[src/rtl/updown_decoder_3bit.sv]
// rtl/updown_decoder_3bit.sv - direction/lock tracker for a sampled 3-bit up/down counter
module updown_decoder_3bit #(
  parameter int LOCK_STEPS = 2
) (
  input  logic       clk,
  input  logic       rst,
  input  logic       sample_en,
  input  logic [2:0] q_in,
  output logic       dir,
  output logic       locked,
  output logic       hold,
  output logic       wrap,
  output logic       step_err,
  output logic [3:0] run_len,
  output logic [3:0] err_cnt
);

  localparam logic [3:0] LOCK_N = 4'(LOCK_STEPS);

  typedef enum logic [1:0] {IDLE, ACQ, LOCKED, ERR} state_t;

  state_t     state;
  logic [2:0] prev;
  logic [2:0] delta;
  logic       is_up, is_down, is_hold;
  logic [3:0] run_inc, err_inc;

  always_comb begin
    delta   = q_in - prev;
    is_up   = (delta == 3'd1);
    is_down = (delta == 3'd7);
    is_hold = (delta == 3'd0);
    run_inc = (run_len == 4'd15) ? 4'd15 : run_len + 4'd1;
    err_inc = (err_cnt == 4'd15) ? 4'd15 : err_cnt + 4'd1;
  end

  always_ff @(posedge clk or posedge rst) begin
    if (rst) begin
      state    <= IDLE;
      prev     <= 3'd0;
      dir      <= 1'b0;
      locked   <= 1'b0;
      hold     <= 1'b0;
      wrap     <= 1'b0;
      step_err <= 1'b0;
      run_len  <= 4'd0;
      err_cnt  <= 4'd0;
    end else begin
      hold     <= 1'b0;
      wrap     <= 1'b0;
      step_err <= 1'b0;
      if (sample_en) begin
        prev <= q_in;
        case (state)
          IDLE: begin
            run_len <= 4'd0;
            state   <= ACQ;
          end
          ERR: state <= ACQ;
          ACQ, LOCKED: begin
            if (is_hold) begin
              hold <= 1'b1;
            end else if (is_up || is_down) begin
              wrap <= (is_up && prev == 3'd7) || (is_down && prev == 3'd0);
              dir  <= is_up;
              if (state == ACQ) begin
                // A reversal during acquisition restarts the run in the new direction.
                if (run_len == 4'd0 || is_up == dir) begin
                  run_len <= run_inc;
                  if (run_inc >= LOCK_N) begin
                    state  <= LOCKED;
                    locked <= 1'b1;
                  end
                end else begin
                  run_len <= 4'd1;
                  if (LOCK_N == 4'd1) begin
                    state  <= LOCKED;
                    locked <= 1'b1;
                  end
                end
              end else begin
                run_len <= (is_up == dir) ? run_inc : 4'd1;
              end
            end else begin
              step_err <= 1'b1;
              err_cnt  <= err_inc;
              locked   <= 1'b0;
              run_len  <= 4'd0;
              state    <= ERR;
            end
          end
          default: state <= IDLE;
        endcase
      end
    end
  end

endmodule

[config.mk]
export PLATFORM = sky130hd
export DESIGN_NAME = updown_decoder_3bit
export DESIGN_NICKNAME = d
export VERILOG_FILES = /design/src/rtl/updown_decoder_3bit.sv
export SDC_FILE = /design/constraint.sdc
export NUM_CORES = 1
export LEC_CHECK = 0
export CAP_MARGIN = 15
export CORE_MARGIN = 4
export CORE_UTILIZATION = 45
export CTS_BUF_LIST = sky130_fd_sc_hd__clkbuf_4
export CTS_CLUSTER_DIAMETER = 30
export DETAILED_ROUTE_END_ITERATION = 7
export PLACE_DENSITY_LB_ADDON = 0.1
export REMOVE_ABC_BUFFERS = 1
export SKIP_LAST_GASP = 1
export SYNTH_ARGS = -nofsm -noshare
export SYNTH_HDL_FRONTEND = slang
export SYNTH_SLANG_ARGS = --single-unit
[constraint.sdc]
create_clock -name clk -period 3.17 [get_ports clk]
set_input_delay 0.951 -clock clk [delete_from_list [all_inputs] [get_ports clk]]
set_output_delay 0.951 -clock clk [all_outputs]
set_load 0.005 [all_outputs]
# Word-level counts from Yosys, hierarchy flattened
# Cells that the tools add are included.
# word_totals
out_inout_bits	13
mem_count	0
ram_bits	0
wordCells	77
mem_bits_ro	0
latchBits	0
inputBits	6
reg_bits	18
# classes
addsub	3
mux	29
n_bitwise	2
n_div	0
n_lt_le_gt_ge	1
reduce_logical	17
n_shift	0
n_eq_ne	16
multipliers	0
# ops
operator	count
4-bit two-way mux	7
1-bit two-way mux	15
2-bit two-way mux	5
3-bit != test, second input constant	3
4-bit by 1-bit adder with 4-bit output, second input constant	2
4-bit equality test, second input constant	2
4-bit one-hot mux with 2 select lines	1
4-bit AND reduction	2
3-bit equality test, second input constant	2
3-bit logical NOT	2
2-bit by 1-bit != test with 1-bit output, second input constant	3
6-bit AND reduction	1
5-bit AND reduction	1
2-bit equality test, second input constant	2
4-bit by 2-bit >= comparator with 1-bit output, second input constant	1
4-bit logical NOT	1
2-bit one-hot mux with 2 select lines	1
2-bit OR reduction	2
3-bit by 1-bit equality test with 1-bit output, second input constant	1
1-bit logical OR	3
3-bit AND reduction	1
3-bit subtractor	1
2-bit by 1-bit equality test with 1-bit output, second input constant	1
1-bit logical AND	2
other kinds (5)	6

# Depth between registers and ports, before layout
# depth
word_depth	9
depth_mapped	10
ltp_nobuf	8

# Worst setup path before layout
# No wires, ideal clock.
# synth_path
kind	input-to-reg
from	in q_in[0]
to	reg err_cnt[3]
arrival_ns	2.732
n_path_buf	1
cell_stages	9
required_ns	3.043
setup_ns	0.127
setup_slack_ns	0.310
cell_sequence	inv_1 > ha_1 > fa_1 > xnor3_2 > mux2i_1 > and2b_1 > buf_6 > nand4_1 > mux2_1
# synth_between
elab_chain_len	5
word_cells_on_any_way	8
cone_classes	add/sub: 1; eq/ne: 2; bitwise: 2; reduce/logical: 3
# synth_lines
element	line_no	source
start: declaration	8	input logic [2:0] q_in,
3-bit subtractor *	29	delta = q_in - prev;
3-bit by 1-bit equality test with 1-bit output / 3-bit equality test (equally long branches)	30, 31	
1-bit logical OR	63	end else if (is_up || is_down) begin
1-bit NOT (no line)	--	
4-bit AND reduction (no line) *	--	
end signal: assignment	86	err_cnt <= err_inc;
end: declaration	15	output logic [3:0] err_cnt
# Every way passes the cells marked *; elsewhere a longest branch is shown, timed or not.
# A chain may end at the register's enable or synchronous reset.

# Final worst setup path
# layout_path
from	in q_in[0]
to	reg run_len[2]
# layout_between
elab_chain_len	9
word_cells_on_any_way	15
cone_classes	add/sub: 1; eq/ne: 4; mux: 6; reduce/logical: 4
# layout_lines
element	line_no	source
3-bit subtractor *	29	
3-bit by 1-bit equality test with 1-bit output	30	is_up = (delta == 3'd1);
1-bit equality test	68, 82	
1-bit logical OR	68	if (run_len == 4'd0 || is_up == dir) begin
4-bit two-way mux	68	
4-bit two-way mux	66	if (state == ACQ) begin
4-bit two-way mux	63	
4-bit two-way mux	61	if (is_hold) begin
4-bit one-hot mux with 2 select lines	54	case (state)
end signal: assignment	69	run_len <= run_inc;
end signal: assignment	82	run_len <= (is_up == dir) ? run_inc : 4'd1;
end: declaration	14	output logic [3:0] run_len,
# Every way passes the cells marked *; elsewhere a longest branch is shown, timed or not. The select of a mux whose other input is x is not followed.

==> metrics.txt <==
Core Rows=17; critical path peak fanout=8; CTS Root Buffer Type=clkbuf_4; clock buffer depth=2; Post-CTS Setup Inserts=0; r2r startpoint=prev[0]; sequential area share after synthesis=42.0%; critical-path cell list=clkdlybuf4s50_1 -> inv_1 -> ha_1 -> fa_1 -> xnor3_2 -> buf_4 -> xnor2_1 -> nor2_1 -> buf_4 -> a31oi_1 -> a21oi_1; final critical path time including I/O delays and setup=between 2 and 3 ns; Reg2Reg Capture Point=run_len[2]; setup total negative slack=0 ns; Worst Skew=0.00316 ns; CTS Sinks=18; Pwr Density=roughly 720 nW/µm²; number of synthesized register bits=18; Wirelength per Cell=13.0 µm; Ys Warns=0; post-CTS resize count=0; count leader, synth=dfrtp_1; CP Launch Point=q_in[0]; Final HPWL DP=1590 µm; initial antenna violation count=0; port bufs=18; insertion delay to the later sink of the worst-skew pair=0.29 ns; Worst EP arrival=3.18 ns; Worst path slowest cell=clkdlybuf4s50_1; worst rel slew slack=52.4%; Worst path depth=11; Placeable Area=about 2200 µm²; Post-synth EDFFs=0; Post-DRT Antenna Nets=0; Syn-to-layout area delta=25.0%; Largest delay share family, worst path=buffers and inverters; nets@finish=150; most area-consuming cells after synthesis=dfrtp_1 (42%), ha_1 (7.0%), a21oi_1 (4.7%); worst slew pin tran=0.713 ns; H-tree depth=1; dominant synthesized flop cell=dfrtp_1; r2r setup slk=0.93 ns; area of the multi-input gates=roughly 550 µm²; Yosys top cell by area=dfrtp_1; ys async rst share=100%; final setup fails=0; Avg Inst Size Synth=9.75 µm²; CP endpoint=run_len[2]; Total GRT Usage=13.9%; vias in the first global route=between 800 and 900; dpl cell area=~1300 µm²; Initial DRC Count=19; largest net degree at the start of global routing=19; Place WS=-0.146 ns; dpl cells=160; Hold Path Class=flop to flop; clock buffer count from CTS=3; share of layout cells above drive strength 1=12.6%; Clk pin slew, worst setup/hold paths=approximately 0.11 ns; initial cell density of the core=48.0%; slowest cell delay on critical path=0.47 ns; Hold Vio Cnt, Final=0; total gr overflow=0; first-pass GRT wire length=3550 µm; R2R cell count=9; DR vias=slightly below 900; cell area after layout=1340 µm²; worst setup path class=input port to flop; Setup crit start kind=input port; Die ar.=approximately 3200 µm²; Synth Cell Area=1070 µm²; outcome=finished clean; Die Wd=56.8 µm; vias per inst=5.36; Synth top area share=42.0%; fmax=334 MHz; max cap viols=0; Placer Congestion=0.808; crit end category=flop; fillers=202; Commonest cells post-synth=dfrtp_1 (18), inv_1 (11), a21oi_1 (10); CTS tree=yes; RSZ-0062 raised after global routing=false; Sequential Area=450 µm²; max-slew violation count=0; Buf/Inv on CP=4; IO Count=19; Tcrit/Tclk final=94.3%; n_diodes=0; Top cell by count, worst path=buf_4; # DRC=0; cts hold-fix bufs=0; Final Non-Filler Cells=163; final WL=2120 µm; Mapped Cells=110; CP required=~3.4 ns; Initial DRT Pass Iterations=4; setup ws final=0.179 ns; leak pwr=0.000603 µW; peak supply drop=356 µV; Die Y=approximately 57 µm; synth unique cells=39
## power by group
group	total [µW]	internal, µW	switching (µW)
sequential	348	288	60.0
clock	117	44.3	73.1
combinational	494	266	228
## worst min path at each step
stage / start / endpoint / slack, ns / depth (start not counted)
5_1_grt: locked / locked / 0.56 / 1
6_report: locked / locked / 0.53 / 1
3_3_place_gp: locked / locked / 0.50 / 1
3_5_place_dp: locked / locked / 0.50 / 1
4_1_cts: locked / locked / 0.53 / 1
2_1_floorplan: locked / locked / 0.50 / 1
## registers in the layout, summed over array words and instances, names as in the netlist
| register | count |
|---|---|
| run_len | 4 |
| hold | 1 |
| dir | 1 |
| err_cnt | 4 |
| wrap | 1 |
| step_err | 1 |
| state | 2 |
| locked | 1 |
| prev | 3 |
## cell type report
cell class / count / area share (%)
Clock buffer: 3 / 1.68
Multi-Input combinational cell: 77 / 41.1
Tap cell: 28 / 2.61
Timing Repair Buffer: 26 / 17.9
Sequential cell: 18 / 33.6
Inverter: 11 / 3.08
## logic make-up (layout without fill, tap and decap cells)
logic type      Yosys count  after routing  synth area share (%)
simple gates             33             33                  15.9
compound gates           27             27                  15.9
flops                    18             18                  42.0
buf+inv                  15             40                  6.65
fa+ha+maj                 7              7                  8.87
mux                       6              6                  6.07
xor+xnor                  4              4                  4.67
## placed cells by master, fill, tap and decap left out, drive strengths merged
cell	instances
fa	1
buf	8
o2bb2ai	1
clkdlybuf4s50	18
and3	1
nand2	7
nand3b	2
nand3	5
o21a	1
and2	1
o41a	1
mux2i	2
or2	1
o22ai	1
o31ai	1
nor4bb	1
mux2	4
o211ai	1
nor2	9
a22oi	1
xnor3	1
inv	11
ha	6
dfrtp	18
a211oi	1
a31oi	3
a21oi	10
a41oi	1
xnor2	3
nor2b	1
and2b	1
or4	1
nand4	2
o21ai	4
clkbuf	3
a22o	1
nand2b	1
## layer usage
metal  share of wire (%)  global-route usage [%]  up-vias
met3                 5.4                    2.76        4
met4                 1.6                    5.96        0
li1                    -                       -      440
met2                  42                    20.0       25
met1                  51                    20.1      404
met5                   0                       0        -
## worst register-to-register path: stages, from the launching register on
cell	delay, ns
dfrtp_1	0.42
ha_1	0.20
fa_1	0.41
xnor3_2	0.28
buf_4	0.18
xnor2_1	0.21
nor2_1	0.07
buf_4	0.17
a31oi_1	0.16
a21oi_1	0.05
## metrics by stage
step                utilization [%]  total power (µW)  hold WS (ns)
detailed placement             59.0               845         0.504
global placement               59.0               833         0.501
global route                   60.0              1040         0.556
finish                         60.0               959         0.529
CTS                            60.0               967         0.529
floorplan                         -               624         0.498
Note: power is estimated with default switching activity, not from simulation.
